**config.mk**
```make
export PLATFORM = sky130hd
export DESIGN_NAME = qix_video_scanout_flat
export DESIGN_NICKNAME = d
export VERILOG_FILES = /design/src/rtl/qix_video_pkg.sv /design/src/rtl/qix_video_scanout_if.sv /design/src/rtl/qix_raster_counter.sv /design/src/rtl/qix_video_scanout.sv /design/src/flat_wrapper.sv
export SDC_FILE = /design/constraint.sdc
export NUM_CORES = 1
export LEC_CHECK = 0
export ABC_CLOCK_PERIOD_IN_PS = 3110
export BUFFER_PORTS_ARGS = -buffer_cell sky130_fd_sc_hd__clkbuf_2
export CAP_MARGIN = 20
export CORE_ASPECT_RATIO = 0.75
export CORE_MARGIN = 2
export CORE_UTILIZATION = 55
export DETAILED_ROUTE_END_ITERATION = 7
export GPL_TIMING_DRIVEN = 0
export HOLD_SLACK_MARGIN = 0.03
export PLACE_DENSITY = 0.8
export SKIP_CTS_REPAIR_TIMING = 1
export SLEW_MARGIN = 30
export SYNTH_ARGS = -nofsm -noshare
export SYNTH_HDL_FRONTEND = slang
export SYNTH_SLANG_ARGS = --single-unit
```
**constraint.sdc**
```tcl
create_clock -name clk -period 3.11 [get_ports clk]
set_input_delay 0.1555 -clock clk [delete_from_list [all_inputs] [get_ports clk]]
set_output_delay 0.1555 -clock clk [all_outputs]
set_load 0.05 [all_outputs]
```
**src/rtl/qix_video_pkg.sv**
```systemverilog
// Shared raster timing defaults and the sync/blank delay-pipeline element for the Qix video scanout.
package qix_video_pkg;

    localparam int unsigned DEF_H_ACTIVE     = 256;
    localparam int unsigned DEF_H_TOTAL      = 320;
    localparam int unsigned DEF_H_SYNC_START = 272;
    localparam int unsigned DEF_H_SYNC_LEN   = 24;
    localparam int unsigned DEF_V_ACTIVE     = 256;
    localparam int unsigned DEF_V_TOTAL      = 264;
    localparam int unsigned DEF_V_SYNC_START = 258;
    localparam int unsigned DEF_V_SYNC_LEN   = 3;

    typedef struct packed {
        logic hsync;
        logic vsync;
        logic hblank;
        logic vblank;
        logic active;
    } raster_flags_t;

    // Cocktail flip mirrors both axes by inverting the line and pixel fields.
    function automatic logic [15:0] vram_address(input logic [7:0] line,
                                                 input logic [7:0] pixel,
                                                 input logic       flip);
        logic [15:0] addr;
        addr = {line, pixel};
        return flip ? ~addr : addr;
    endfunction

endpackage

```
**src/rtl/qix_video_scanout_if.sv**
```systemverilog
// VRAM read port between the scanout (master) and the VRAM/arbiter (slave).
interface qix_video_scanout_if;

    logic [15:0] vram_addr;
    logic        vram_rd;
    logic [7:0]  vram_din;

    modport master (output vram_addr, output vram_rd, input vram_din);
    modport slave  (input vram_addr, input vram_rd, output vram_din);

endinterface

```
**src/rtl/qix_raster_counter.sv**
```systemverilog
// Pixel/line counters with wrap, raw sync/blank flags, scanline readback and vblank-start pulse.
module qix_raster_counter
    import qix_video_pkg::*;
#(
    parameter int unsigned H_ACTIVE     = DEF_H_ACTIVE,
    parameter int unsigned H_TOTAL      = DEF_H_TOTAL,
    parameter int unsigned H_SYNC_START = DEF_H_SYNC_START,
    parameter int unsigned H_SYNC_LEN   = DEF_H_SYNC_LEN,
    parameter int unsigned V_ACTIVE     = DEF_V_ACTIVE,
    parameter int unsigned V_TOTAL      = DEF_V_TOTAL,
    parameter int unsigned V_SYNC_START = DEF_V_SYNC_START,
    parameter int unsigned V_SYNC_LEN   = DEF_V_SYNC_LEN,
    localparam int unsigned H_W = $clog2(H_TOTAL),
    localparam int unsigned V_W = $clog2(V_TOTAL)
) (
    input  logic           clk,
    input  logic           reset_n,
    input  logic           ce_pix,
    output logic [H_W-1:0] hcount,
    output logic [V_W-1:0] vcount,
    output logic [7:0]     scanline,
    output logic           vblank_start,
    output raster_flags_t  flags_c
);

    logic h_wrap_c;
    logic v_wrap_c;

    assign h_wrap_c = (hcount == H_W'(H_TOTAL - 1));
    assign v_wrap_c = (vcount == V_W'(V_TOTAL - 1));

    always_ff @(posedge clk or negedge reset_n) begin
        if (!reset_n) begin
            hcount       <= '0;
            vcount       <= '0;
            scanline     <= '0;
            vblank_start <= 1'b0;
        end else begin
            vblank_start <= 1'b0;
            if (ce_pix) begin
                if (h_wrap_c) begin
                    hcount       <= '0;
                    vcount       <= v_wrap_c ? '0 : vcount + V_W'(1);
                    scanline     <= v_wrap_c ? 8'h00 : 8'(vcount + V_W'(1));
                    vblank_start <= (vcount == V_W'(V_ACTIVE - 1));
                end else begin
                    hcount <= hcount + H_W'(1);
                end
            end
        end
    end

    // Compared at 32 bits so sync end points equal to the total cannot overflow.
    always_comb begin
        flags_c        = '0;
        flags_c.hblank = (32'(hcount) >= H_ACTIVE);
        flags_c.vblank = (32'(vcount) >= V_ACTIVE);
        flags_c.hsync  = (32'(hcount) >= H_SYNC_START) &&
                         (32'(hcount) <  H_SYNC_START + H_SYNC_LEN);
        flags_c.vsync  = (32'(vcount) >= V_SYNC_START) &&
                         (32'(vcount) <  V_SYNC_START + V_SYNC_LEN);
        flags_c.active = !flags_c.hblank && !flags_c.vblank;
    end

endmodule

```
**src/rtl/qix_video_scanout.sv**
```systemverilog
// Raster timing, VRAM fetch pipeline and sync/blank alignment for the palette stage.
// Optional cocktail flip addressing is built when QIX_SCANOUT_FLIP_EN is defined.
module qix_video_scanout
    import qix_video_pkg::*;
#(
    parameter int unsigned H_ACTIVE     = DEF_H_ACTIVE,
    parameter int unsigned H_TOTAL      = DEF_H_TOTAL,
    parameter int unsigned H_SYNC_START = DEF_H_SYNC_START,
    parameter int unsigned H_SYNC_LEN   = DEF_H_SYNC_LEN,
    parameter int unsigned V_ACTIVE     = DEF_V_ACTIVE,
    parameter int unsigned V_TOTAL      = DEF_V_TOTAL,
    parameter int unsigned V_SYNC_START = DEF_V_SYNC_START,
    parameter int unsigned V_SYNC_LEN   = DEF_V_SYNC_LEN,
    localparam int unsigned H_W = $clog2(H_TOTAL),
    localparam int unsigned V_W = $clog2(V_TOTAL)
) (
    input  logic                       clk,
    input  logic                       reset_n,
    input  logic                       ce_pix,
    input  logic                       flip,
    qix_video_scanout_if.master        vram,
    output logic [7:0]                 pixel_index,
    output logic                       hsync,
    output logic                       vsync,
    output logic                       hblank,
    output logic                       vblank,
    output logic [7:0]                 scanline,
    output logic                       vblank_start
);

    logic [H_W-1:0] hcount;
    logic [V_W-1:0] vcount;
    raster_flags_t  flags_c;
    raster_flags_t  flags_a;
    raster_flags_t  flags_b;
    logic           flip_eff_c;

    qix_raster_counter #(
        .H_ACTIVE     (H_ACTIVE),
        .H_TOTAL      (H_TOTAL),
        .H_SYNC_START (H_SYNC_START),
        .H_SYNC_LEN   (H_SYNC_LEN),
        .V_ACTIVE     (V_ACTIVE),
        .V_TOTAL      (V_TOTAL),
        .V_SYNC_START (V_SYNC_START),
        .V_SYNC_LEN   (V_SYNC_LEN)
    ) u_counter (
        .clk          (clk),
        .reset_n      (reset_n),
        .ce_pix       (ce_pix),
        .hcount       (hcount),
        .vcount       (vcount),
        .scanline     (scanline),
        .vblank_start (vblank_start),
        .flags_c      (flags_c)
    );

`ifdef QIX_SCANOUT_FLIP_EN
    logic flip_latched;
    logic frame_start_c;

    assign frame_start_c = (hcount == '0) && (vcount == '0);
    // The (0,0) fetch already uses the newly sampled flip so the whole frame is consistent.
    assign flip_eff_c    = frame_start_c ? flip : flip_latched;

    always_ff @(posedge clk or negedge reset_n) begin
        if (!reset_n) begin
            flip_latched <= 1'b0;
        end else if (ce_pix && frame_start_c) begin
            flip_latched <= flip;
        end
    end
`else
    logic unused_flip;
    assign unused_flip = flip;
    assign flip_eff_c  = 1'b0;
`endif

    // Stage A issues the read, stage B captures the byte one ce_pix later.
    always_ff @(posedge clk or negedge reset_n) begin
        if (!reset_n) begin
            vram.vram_addr <= '0;
            vram.vram_rd   <= 1'b0;
            flags_a        <= '0;
            pixel_index    <= '0;
            flags_b        <= '0;
        end else if (ce_pix) begin
            vram.vram_addr <= vram_address(8'(vcount), 8'(hcount), flip_eff_c);
            vram.vram_rd   <= flags_c.active;
            flags_a        <= flags_c;
            pixel_index    <= flags_a.active ? vram.vram_din : 8'h00;
            flags_b        <= flags_a;
        end
    end

    // Extra clk stage matches the palette lookup latency.
    always_ff @(posedge clk or negedge reset_n) begin
        if (!reset_n) begin
            hsync  <= 1'b0;
            vsync  <= 1'b0;
            hblank <= 1'b0;
            vblank <= 1'b0;
        end else begin
            hsync  <= flags_b.hsync;
            vsync  <= flags_b.vsync;
            hblank <= flags_b.hblank;
            vblank <= flags_b.vblank;
        end
    end

    logic unused_active;
    assign unused_active = flags_b.active;

endmodule

```
**src/flat_wrapper.sv**
```systemverilog
// flat-port wrapper written by rule: the top's interface ports become plain ports
module qix_video_scanout_flat import qix_video_pkg::*;
#(
    parameter int unsigned H_ACTIVE     = DEF_H_ACTIVE,
    parameter int unsigned H_TOTAL      = DEF_H_TOTAL,
    parameter int unsigned H_SYNC_START = DEF_H_SYNC_START,
    parameter int unsigned H_SYNC_LEN   = DEF_H_SYNC_LEN,
    parameter int unsigned V_ACTIVE     = DEF_V_ACTIVE,
    parameter int unsigned V_TOTAL      = DEF_V_TOTAL,
    parameter int unsigned V_SYNC_START = DEF_V_SYNC_START,
    parameter int unsigned V_SYNC_LEN   = DEF_V_SYNC_LEN,
    localparam int unsigned H_W = $clog2(H_TOTAL),
    localparam int unsigned V_W = $clog2(V_TOTAL)
)
  (clk, reset_n, ce_pix, flip, pixel_index, hsync, vsync, hblank, vblank, scanline, vblank_start, vram_vram_addr, vram_vram_rd, vram_vram_din);
  qix_video_scanout_if vram_i ();
  input  logic clk;
  input  logic reset_n;
  input  logic ce_pix;
  input  logic flip;
  output logic [7:0] pixel_index;
  output logic hsync;
  output logic vsync;
  output logic hblank;
  output logic vblank;
  output logic [7:0] scanline;
  output logic vblank_start;
  output wire logic [$bits(vram_i.vram_addr)-1:0] vram_vram_addr;
  output wire logic [$bits(vram_i.vram_rd)-1:0] vram_vram_rd;
  input wire logic [$bits(vram_i.vram_din)-1:0] vram_vram_din;
  assign vram_vram_addr = vram_i.vram_addr;
  assign vram_vram_rd = vram_i.vram_rd;
  assign vram_i.vram_din = vram_vram_din;
  qix_video_scanout #(.H_ACTIVE(H_ACTIVE), .H_TOTAL(H_TOTAL), .H_SYNC_START(H_SYNC_START), .H_SYNC_LEN(H_SYNC_LEN), .V_ACTIVE(V_ACTIVE), .V_TOTAL(V_TOTAL), .V_SYNC_START(V_SYNC_START), .V_SYNC_LEN(V_SYNC_LEN)) u_core (.clk(clk), .reset_n(reset_n), .ce_pix(ce_pix), .flip(flip), .vram(vram_i), .pixel_index(pixel_index), .hsync(hsync), .vsync(vsync), .hblank(hblank), .vblank(vblank), .scanline(scanline), .vblank_start(vblank_start));
endmodule
```
==> qor.yml <==
outcome: "complete, no violations"
initial_core_util: 0.566
place_ws_ns: 1.37
dr.first_iter.drc_count: 93
wl_per_cell_um: 13.8
synth_edf_count: 0
path_max_fanout: 9
globalplace.congestion: 0.800
hpwlAfterDp_um: 3170
synth_flop_cell: "dfrtp_1"
fp.dieH_um: 62.2
placement.cell_area_mm2: 0.00279
netlist_top_cells_count: "dfrtp_1 (56), mux2_2 (24), inv_1 (19), nand3_1 (17), o21ai_0 (13)"
h-tree-depth: 2
dr.pass1.iters: 4
grt_pass1_wl_um: 7450
yosys-top-cells-area: "dfrtp_1 (56%), mux2_2 (11%), nand3_1 (3.4%)"
use_met2: 0.282
ys_seq_area_frac: 0.565
cts.clk_slew.worst_paths_ns: 0.10
rsz0062_at_grt: "no"
yosys.area.top_type: "dfrtp_1"
finalHoldViolations: 0
grt_overflow: 0
die_x_um: 81.6
antenna_found_initial: 0
globalRouteTotalUtil: 0.196
setup_ws_ns: 1.34
ir_worst_vdd_mv: 0.373
synth_area_mm2: 0.00248
grt_util_met1: 0.285
cts_tree: "done"
vias: 1718
core_mm2: 0.00439
period_minus_slack_ns: 1.77
total_power_w: 0.00153
finalSetupViolCount: 0
ys_warn_count: 0
critical_path.endpoint_type: "flip-flop"
setup_tns_ns: 0
ys_ff_latch: 56
power_density_mw_per_mm2: 531
synth.net_count: 230
ys_async_sr_fraction: 1.00
max-cap-violations: 0
synth.most_common_cell: "dfrtp_1"
drc: 0
p_leak_nw: 1.40
netlist.area_leader.share: 0.565
tightestPinTransition_ns: 0.728
hold_path_class: "input pin to flip-flop"
period_share: 0.570
syn_to_final_growth_pct: 16.4
grt_pass1_vias: 1605
root_buffer: "clkbuf_8"
clk_latency_ns: 0.31
start_kind: "flip-flop"
dpl.cell_count: 317
fmax_ghz: 0.565
die_area_mm2: 0.00507
worst-setup-path-type: "flip-flop to flip-flop"
avgViaCountPerCell: 5.27
layout-drive-gt1-share: 0.383
row_count: 21
grt_max_degree: 57
clk_path_buf_depth: 2
use_met3: 0.0625
maxSlewHeadroom: 0.515
cp.required_ns: 3.36
top_usage_layer: "met1"
finalNetCount: 285
io_buffers: 47
clock_skew_ns: 0.00931
cts_buffers: 5
antennaDiodeCount: 0
final_antenna_net_count: 0
io_pins: 50
syn_inst: 213
design_area_mm2: 0.00289
synth_cell_types: 35
crit_arrival_ns: 2.02
syn_avg_cell_area_um2: 11.7
slew_viol_final: 0
cts.sinks: 56
layoutNonFillerInstCount: 326
drt-total-wl_um: 4500
layer usage:
layer | vias up | wire [µm] | share of wire
met3 | 8 | 294 | 0.065
met2 | 47 | 2050 | 0.46
li1 | 824 | - | -
met5 | - | 0 | 0
met4 | 0 | 67 | 0.015
met1 | 839 | 2090 | 0.46
flip-flops by register name, indices dropped and copies added, names as in the netlist:
name	count
u_core.vblank	1
u_core.vram.vram_addr	16
u_core.flags_a	4
u_core.u_counter.vcount	9
u_core.u_counter.vblank_start	1
u_core.flags_b	4
u_core.hblank	1
u_core.hsync	1
u_core.pixel_index	8
u_core.vsync	1
u_core.u_counter.hcount	9
u_core.vram.vram_rd	1
report_power, final:
| part | internal [W] | total, W | switching (W) |
|---|---|---|---|
| clock network | 0.000161 | 0.000394 | 0.000233 |
| registers | 0.000788 | 0.000842 | 0.0000544 |
| logic | 0.0000902 | 0.000298 | 0.000208 |
| total | 0.00104 | 0.00153 | 0.000495 |
final timing paths:
kind                                       startpoint                    endpoint  slack [ns]  cells past startpoint
max                        u_core.u_counter.vcount[0]  u_core.u_counter.vcount[8]        1.34                      7
min                                  vram_vram_din[3]       u_core.pixel_index[3]        0.08                      3
max reg2reg                u_core.u_counter.vcount[0]  u_core.u_counter.vcount[8]        1.34                      7
min reg2reg                         u_core.flags_b[4]                u_core.hsync        0.39                      0
max in group asynchronous                     reset_n    u_core.vram.vram_addr[1]        2.17                      2
min in group asynchronous                     reset_n    u_core.vram.vram_addr[8]        0.46                      2
placed cells by master, fill, tap and decap left out, types with 4 or more instances in the layout:
master / instances
o21ai_0: 13
mux2_2: 24
dfrtp_1: 56
inv_1: 19
buf_2: 6
clkbuf_2: 46
clkbuf_8: 5
nor2_1: 8
o22ai_1: 4
and3_1: 5
buf_4: 8
nand2_1: 10
clkbuf_1: 4
nand3_1: 17
ha_1: 5
cell type report:
class                      count  area [µm²]
buffer                        18         113
clock buffer                   6        72.6
clock inverter                 2        16.3
fill                         372        1500
inverter                      19        71.3
multi-input combinational    120         897
sequential                    56        1400
tap                           57        71.3
timing repair buffer          48         248
critical path, cell delays in order, from the launching register on:
cell	delay (ns)
dfrtp_1	0.49
ha_1	0.28
nand3_1	0.13
nor2_1	0.18
and3_1	0.18
ha_1	0.23
nand3b_1	0.16
o21ai_1	0.07
cell families (layout without fill, tap and decap cells):
group	Yosys count	in the layout	synth area share
DFF	56	56	0.565
AOI/OAI and AO/OA	25	25	0.0559
xor gates and xnor gates	8	8	0.0343
muxes	26	26	0.117
buffers and inverters	37	93	0.0741
adders and majority gates	5	5	0.0252
and+or+nand+nor	56	56	0.129
metrics by stage:
stage                     hold slack [ns]   util
final                              0.0783  0.659
after global routing               0.0806  0.659
after CTS                         -0.0516  0.656
after detailed placement            0.291  0.636
after global placement              0.358  0.636
after floorplan                    -0.140      -
Power figures use the tool's default switching activity.
